--- config.mk ---
export PLATFORM = sky130hd
export DESIGN_NAME = mc_datapath_param
export DESIGN_NICKNAME = d
export VERILOG_FILES = /design/src/rtl/mc_datapath_param.sv
export SDC_FILE = /design/constraint.sdc
export NUM_CORES = 2
export LEC_CHECK = 0
export ABC_CLOCK_PERIOD_IN_PS = 57700
export CORE_ASPECT_RATIO = 1.5
export CORE_UTILIZATION = 40
export DETAILED_ROUTE_END_ITERATION = 10
export GPL_ROUTABILITY_DRIVEN = 0
export PLACE_DENSITY = 0.58
export RECOVER_POWER = 50
export REMOVE_ABC_BUFFERS = 1
export SYNTH_ARGS = -nofsm -noshare
export SYNTH_HDL_FRONTEND = slang
export SYNTH_SLANG_ARGS = --single-unit
--- constraint.sdc ---
create_clock -name clk -period 57.7 [get_ports clk]
set_input_delay 11.54 -clock clk [delete_from_list [all_inputs] [get_ports clk]]
set_output_delay 11.54 -clock clk [all_outputs]
set_load 0.05 [all_outputs]
--- src/rtl/mc_datapath_param.sv ---
// ---------------------------------------------------------------------------
// mc_datapath_param
//
// Parametrised multicycle MIPS datapath. The datapath sits between the
// multicycle controller FSM and a unified instruction/data memory. It holds
// the architectural registers: PC, IR, MDR, A, B, ALUOut and the register
// file. Any memory request that is waiting for mem_ready freezes all of that
// state.
//
// Parameters
//   DATA_W   datapath width (32..64); instructions are always 32 bits
//   NREG     register count (8/16/32); the link register is NREG-1
//   RESET_PC PC value loaded on reset
//
// Ports
//   clk, rst        rising-edge clock, asynchronous active-high reset
//   mem_rdata       memory read data (instruction or data)
//   mem_ready       memory completes the current access this cycle
//   mem_addr        IorD ? ALUOut : PC
//   mem_wdata       B register (store data)
//   mem_req/mem_we  access request / write strobe
//   ir_write, mem_read, mem_write, IorD, reg_dst, mem_to_reg, reg_write,
//   alu_src_a, alu_src_b, alu_ctrl, pc_src, pc_write, pc_write_cond,
//   branch_ne       control inputs from the controller FSM
//   instr           IR contents for decode
//   zero            combinational ALU result == 0
//   stall           memory request waiting on mem_ready
// ---------------------------------------------------------------------------
module mc_datapath_param #(
  parameter int                DATA_W   = 32,
  parameter int                NREG     = 32,
  parameter logic [DATA_W-1:0] RESET_PC = '0
) (
  input  logic              clk,
  input  logic              rst,
  input  logic [DATA_W-1:0] mem_rdata,
  input  logic              mem_ready,
  output logic [DATA_W-1:0] mem_addr,
  output logic [DATA_W-1:0] mem_wdata,
  output logic              mem_req,
  output logic              mem_we,
  input  logic              ir_write,
  input  logic              mem_read,
  input  logic              mem_write,
  input  logic              IorD,
  input  logic [1:0]        reg_dst,
  input  logic [1:0]        mem_to_reg,
  input  logic              reg_write,
  input  logic              alu_src_a,
  input  logic [1:0]        alu_src_b,
  input  logic [2:0]        alu_ctrl,
  input  logic [1:0]        pc_src,
  input  logic              pc_write,
  input  logic              pc_write_cond,
  input  logic              branch_ne,
  output logic [31:0]       instr,
  output logic              zero,
  output logic              stall
);

  localparam int RW = $clog2(NREG);

  // ALU: all operations wrap modulo 2^DATA_W; set-less-than results are
  // zero-extended single bits.
  function automatic logic [DATA_W-1:0] alu_op(input logic [2:0]        op,
                                               input logic [DATA_W-1:0] x,
                                               input logic [DATA_W-1:0] y);
    logic signed [DATA_W-1:0] xs;
    logic signed [DATA_W-1:0] ys;
    logic [DATA_W-1:0]        r;
    xs = x;
    ys = y;
    case (op)
      3'b000:  r = x & y;
      3'b001:  r = x | y;
      3'b010:  r = x + y;
      3'b011:  r = x ^ y;
      3'b100:  r = ~(x | y);
      3'b101:  r = {{(DATA_W-1){1'b0}}, (x < y)};
      3'b110:  r = x - y;
      default: r = {{(DATA_W-1){1'b0}}, (xs < ys)};
    endcase
    return r;
  endfunction

  logic [DATA_W-1:0] pc_q, pc_d;
  logic [31:0]       ir_q, ir_d;
  logic [DATA_W-1:0] mdr_q, mdr_d;
  logic [DATA_W-1:0] a_q, a_d;
  logic [DATA_W-1:0] b_q, b_d;
  logic [DATA_W-1:0] aluout_q, aluout_d;
  logic [DATA_W-1:0] rf_q [NREG];

  logic [RW-1:0]     rs_idx, rt_idx, rd_idx, wr_idx;
  logic [DATA_W-1:0] rs_val, rt_val;
  logic [DATA_W-1:0] imm_sx, jump_tgt;
  logic [DATA_W-1:0] src_a_val, src_b_val, alu_res;
  logic [DATA_W-1:0] pc_mux, wr_data;
  logic              pc_en, rf_we;

  assign mem_req   = ir_write | mem_read | mem_write;
  assign mem_we    = mem_write;
  assign stall     = mem_req & ~mem_ready;
  assign mem_addr  = IorD ? aluout_q : pc_q;
  assign mem_wdata = b_q;
  assign instr     = ir_q;

  // Register specifiers use only the low log2(NREG) bits of each field.
  assign rs_idx = ir_q[21 +: RW];
  assign rt_idx = ir_q[16 +: RW];
  assign rd_idx = ir_q[11 +: RW];

  assign imm_sx   = {{(DATA_W-16){ir_q[15]}}, ir_q[15:0]};
  assign jump_tgt = {pc_q[DATA_W-1:28], ir_q[25:0], 2'b00};

  // Register 0 is hardwired: it is never written, and reads are forced to 0.
  assign rs_val = (rs_idx == '0) ? '0 : rf_q[rs_idx];
  assign rt_val = (rt_idx == '0) ? '0 : rf_q[rt_idx];

  always_comb begin
    src_a_val = alu_src_a ? a_q : pc_q;
    case (alu_src_b)
      2'b00:   src_b_val = b_q;
      2'b01:   src_b_val = {{(DATA_W-3){1'b0}}, 3'b100};
      2'b10:   src_b_val = imm_sx;
      default: src_b_val = {imm_sx[DATA_W-3:0], 2'b00};
    endcase
    alu_res = alu_op(alu_ctrl, src_a_val, src_b_val);
    zero    = (alu_res == '0);
  end

  always_comb begin
    case (pc_src)
      2'b00:   pc_mux = alu_res;
      2'b01:   pc_mux = jump_tgt;
      2'b10:   pc_mux = aluout_q;
      default: pc_mux = a_q;
    endcase
    // zero ^ branch_ne selects BEQ (taken on equal) or BNE (taken on unequal).
    pc_en = ~stall & (pc_write | (pc_write_cond & (zero ^ branch_ne)));
  end

  always_comb begin
    case (reg_dst)
      2'b01:   wr_idx = rd_idx;
      2'b10:   wr_idx = {RW{1'b1}};
      default: wr_idx = rt_idx;
    endcase
    case (mem_to_reg)
      2'b01:   wr_data = mdr_q;
      2'b10:   wr_data = pc_q;
      default: wr_data = aluout_q;
    endcase
    rf_we = reg_write & ~stall & (wr_idx != '0);
  end

  always_comb begin
    pc_d     = pc_q;
    ir_d     = ir_q;
    mdr_d    = mdr_q;
    a_d      = a_q;
    b_d      = b_q;
    aluout_d = aluout_q;
    if (pc_en) begin
      pc_d = pc_mux;
    end
    if (ir_write & mem_ready) begin
      ir_d = mem_rdata[31:0];
    end
    if (mem_read & mem_ready) begin
      mdr_d = mem_rdata;
    end
    if (!stall) begin
      a_d      = rs_val;
      b_d      = rt_val;
      aluout_d = alu_res;
    end
  end

  // Architectural state: every register, including the register file, is
  // cleared asynchronously so a reset during a stalled access abandons it.
  always_ff @(posedge clk or posedge rst) begin
    if (rst) begin
      pc_q     <= RESET_PC;
      ir_q     <= '0;
      mdr_q    <= '0;
      a_q      <= '0;
      b_q      <= '0;
      aluout_q <= '0;
      for (int i = 0; i < NREG; i++) begin
        rf_q[i] <= '0;
      end
    end else begin
      pc_q     <= pc_d;
      ir_q     <= ir_d;
      mdr_q    <= mdr_d;
      a_q      <= a_d;
      b_q      <= b_d;
      aluout_q <= aluout_d;
      if (rf_we) begin
        rf_q[wr_idx] <= wr_data;
      end
    end
  end

endmodule

# == Yosys cells after proc, flatten, opt, wreduce, memory -nomap -nowiden ==
# Cells that the tools add are included.
# totals
out_inout_bits,100
reg_bits,1216
input_bits,55
elab_cells,109
# classes
add_sub_neg,2
reduce_logical,9
muxes,18
n_eq_ne,14
bitwise,21
order_cmp,6
# ops
cell,count
$bwmux 1024,1
$bmux 32 s5,2
$mux 32,9
$pmux 32 s7,1
$pmux 32 s3,2
$demux 32 s5,1
$lt 32x32->1,2
$pmux 32 s2,1
$add 32x32->32,1
$and 32x32->32,1
$logic_not 32->1,1
$not 32->32,1
$or 32x32->32,1
$sub 32x32->32,1
$xor 32x32->32,1
$ge 6x6->1 const B,3
$not 5->6,3
$logic_not 5->1,2
$pmux 5 s2,1
$eq 3x3->1 const B,3
$eq 2x1->1 const B,4
$eq 2x2->1 const B,4
$and 1x1->1,7
$eq 3x2->1 const B,2
other kinds (10),15

# == Longest topological paths before layout ==
# logic_depth
ltp_word,11
mapped_depth,22
mapped_depth_nobuf,19

# == Least setup slack after synthesis ==
# No wires, ideal clock.
# synth_timing
kind,input port to output port
startpoint,input alu_src_a
endpoint,output zero
required_time_ps,46160
t_arrival_ps,15949
n_path_buf,2
slack_ps,30211
path_stages,17
cell_sequence,clkbuf_1 > clkbuf_1 > mux2i_1 > inv_1 > ha_1 > fa_1 > a21o_1 > a221oi_4 > o2111ai_1 > and3_1 > a221o_1 > a221o_1 > nor4b_1 > and4b_1 > and4_1 > and2_1 > and2_1
# synth_between
elab_chain_len,5
elab_cells_between_ends,11
cone_classes,2 x add/sub; 2 x order compare; 2 x mux; 4 x bitwise; 1 x reduce/logical
# synth_rtl
element,line,rtl
start: declaration,49,"input logic alu_src_a,"
$mux 32 (*),121,src_a_val = alu_src_a ? a_q : pc_q;
"parallel branches: the longest is 2 deep, another holds $sub 32x32->32",-,
$pmux 32 s7 (*),73,case (op)
$logic_not 32->1 (*),129,zero = (alu_res == '0);
end: declaration,57,"output logic zero,"
# Mark *: on every way between the ends.

# == Worst setup path after layout ==
# layout_timing
startpoint,input alu_src_b[1]
endpoint,output zero
# layout_between
elab_chain_len,6
elab_cells_between_ends,14
cone_classes,2 x add/sub; 2 x order compare; 2 x eq/ne; 2 x mux; 4 x bitwise; 2 x reduce/logical
# layout_rtl
element,line,rtl
start: declaration,50,"input logic [1:0] alu_src_b,"
"$eq 2x2->1, or another cell as far along",122,case (alu_src_b)
$pmux 32 s3 (*),122,
"parallel branches: the longest is 2 deep, another holds $sub 32x32->32",-,
$pmux 32 s7 (*),73,
$logic_not 32->1 (*),129,
# Marked as above.

==> results.py <==
metrics = {
    "worst_setup_path": {
        "worst_ep_required_time_ns": 46.16,
        "start_kind": "primary input",
        "cp_max_fo": 20,
        "end_kind": "output pin",
        "crit_arrival_ns": 17.88,
        "path_class": "in2out",
    },
    "pwr": {
        "ir_worst_vdd_v": 0.0000251,
        "p_leak_nw": 31.8,
        "power.density_nw_per_um2": 44.7,
    },
    "flow_run": {
        "maxCapViolCount": 41,
    },
    "cts": {
        "cts.clk_slew.worst_paths_ns": 0.07,
        "cts_buffer_depth": 3,
        "cts_tree": "built",
        "post_cts_buffers": 0,
        "holdBufCountCts": 0,
        "cts_resized": 0,
        "cts_root_buf": "clkbuf_16",
        "clk_latency_ns": 0.79,
        "cts_sinks": 1216,
        "cts_buffers": 115,
        "ctsHtreeMaxLevel": 3,
    },
    "floorplanning": {
        "floorplan.initialDensity_pct": 40.4,
        "ios": 155,
        "fp.coreArea_um2": 168000,
        "die_h_um": 506,
        "rows": 184,
        "die-width_um": 338,
        "design.die.area_um2": 171000,
    },
    "sta": {
        "final_max_slew_viol_count": 1873,
        "setup-violations-final": 0,
        "hold_viol": 0,
        "tightest_slew_ns": 5.96,
        "min_period_over_period_pct": 51.0,
        "skew_ns": 0.0378,
        "max_freq_mhz": 34.0,
        "setup_tns_ns": 0,
        "fin_ws_ns": 28.28,
        "finalCriticalPeriod_ns": 29.42,
        "slew_headroom_pct": -298,
        "rsz0062_at_grt": "no",
    },
    "global_route": {
        "antenna_found_initial": 26,
        "grt.overflow.total": 0,
        "grt_pass1_vias": 52000,
        "grt_pass1_wl_mm": 369,
        "track_usage_pct": 29.5,
        "grt_max_degree": 169,
    },
    "layout": {
        "drive_above_1_share_pct": 20.1,
        "syn_to_final_growth_pct": 10.9,
        "fin_area_um2": 75300,
        "nFillCells": 15700,
        "post-route-util_pct": 44.8,
        "regArea_um2": 30500,
        "multiInputGateArea_um2": 34900,
        "num-nets-final": 6156,
    },
    "yosys": {
        "synth_cells": 6211,
        "ys.flop_type": "dfrtp_1",
        "synthArstFlopShare_pct": 100,
        "syn_area_per_cell_um2": 10.9,
        "syn-cell-area_um2": 67900,
        "yosysSeqAreaShare_pct": 44.8,
        "synth_edf_count": 0,
        "synth-seq-cells": 1216,
        "synth_warnings": 0,
        "ys_types": 93,
    },
    "route": {
        "antenna_left": 0,
        "wl_mm": 252,
        "viasPerCell": 6.27,
        "drt_iter0_drc": 5730,
        "wl_per_cell_um": 30.2,
        "vias": 52300,
        "dr.pass1.iters": 8,
        "drc": 0,
    },
    "place": {
        "portBuffers": 154,
        "place_ws_ns": 28.64,
        "placed_cell_area_um2": 71200,
        "hpwl_mm": 154,
    },
    "status": {
        "violations": "capacitance limit, slew limit",
        "status": "finished, violations left",
    },
    "min_path": {
        "hold_class": "reg2reg",
    },
}
-- worst paths after layout --
check | start | to | slack [ns] | cells after the start
hold reg to reg | rf_q[1003] | rf_q[1003] | 0.39 | 0
setup reg to reg | instr[20] | rf_q[735] | 50.95 | 6
setup / recovery | alu_src_b[1] | zero | 28.28 | 17
max in group asynchronous | rst | rf_q[290] | 36.33 | 5
hold / removal | rf_q[1003] | rf_q[1003] | 0.39 | 0
min in group asynchronous | rst | mem_wdata[6] | 12.94 | 2
-- report_power, final --
part | switching [mW] | internal [mW] | leakage (nW)
clock | 0.360 | 0.496 | 2.05
combinational | 0.688 | 0.513 | 13.4
sequential | 0.224 | 1.08 | 16.3
total | 1.27 | 2.09 | 31.8
-- cells in the final DEF, fill, tap and decap left out, drive strengths merged, types with 68 or more instances in the layout --
cell,Yosys,final
a21oi,149,149
buf,124,113
clkbuf,492,184
clkdlybuf4s50,0,78
dfrtp,1216,1216
dlygate4sd3,0,68
ha,100,100
inv,109,112
mux2,191,191
mux2i,90,90
mux4,636,636
nand2,1195,1195
nor2,220,220
o21ai,1114,1114
-- through the flow --
| step | hold WS, ns | instances | power, mW |
|---|---|---|---|
| floorplan | 0.365 | 5595 | 2.11 |
| global placement | 0.376 | 8114 | 2.47 |
| detailed placement | 0.382 | 8114 | 2.50 |
| CTS | 0.398 | 8331 | 3.36 |
| global route | 0.404 | 8332 | 3.52 |
| finish | 0.394 | 8345 | 3.36 |
-- cell families (layout without fill, tap and decap cells) --
group	count (synthesis)	after routing	share of synthesized area, %
mux	917	917	25.6
compound gates	1623	1623	13.7
buf+inv	725	613	4.12
simple gates	1626	1626	9.79
xor+xnor	2	2	0.0258
flops	1216	1216	44.8
fa+ha+maj	102	102	1.90
other cells	0	14	0
-- layout make-up --
class	count	share of cell area [%]
inverter	109	0.549
multi-input combinational	4270	46.3
sequential	1216	40.5
antenna	14	0.0466
timing repair buffer	287	3.27
clock inverter	61	1.15
tap	2232	3.71
clock buffer	156	4.45
-- worst max-delay path, cell delays in order --
cell             delay [ns]
buf_2                  0.08
buf_4                  0.31
and2_1                 0.86
a21o_1                 0.17
ha_1                   0.39
nor2_1                 0.35
a311oi_1               0.19
a21oi_1                0.83
nor2_1                 0.15
a21oi_1                0.41
a41oi_1                0.22
nand2b_1               0.19
o211a_1                0.27
nor4_1                 0.42
and2_1                 0.28
and2_1                 0.30
clkdlybuf4s50_1        0.85
-- cells in the mapped netlist, drive strengths merged (18+ instances only) --
master	number	area (um2)
nor3	32	160
nand2	1195	4490
clkbuf	492	1850
o221ai	19	166
o21ai	1114	5580
mux4	636	14300
nand2b	22	138
inv	109	409
a21o	35	270
a21oi	149	749
dfrtp	1216	30400
mux2i	90	901
mux2	191	2150
or2	18	113
buf	124	537
a211oi	23	190
nor4	20	144
a22oi	44	330
o22ai	32	200
nor2	220	826
nor2b	44	275
o31ai	38	285
ha	100	1250
-- sequential cells by signal, summed over array words and instances (netlist names) --
register   count
mem_wdata     32
pc_q          32
a_q           32
instr         32
rf_q        1024
aluout_q      32
mdr_q         32
-- per-layer routing --
metal | global-route usage, % | vias to the layer above | part of all wire, %
met4 | 15.7 | 8 | 6.0
met2 | 46.0 | 2660 | 46
li1 | - | 22200 | -
met3 | 5.54 | 656 | 8.6
met5 | 0 | - | 0.020
met1 | 39.2 | 26800 | 39
(Power assumes the default switching activity.)
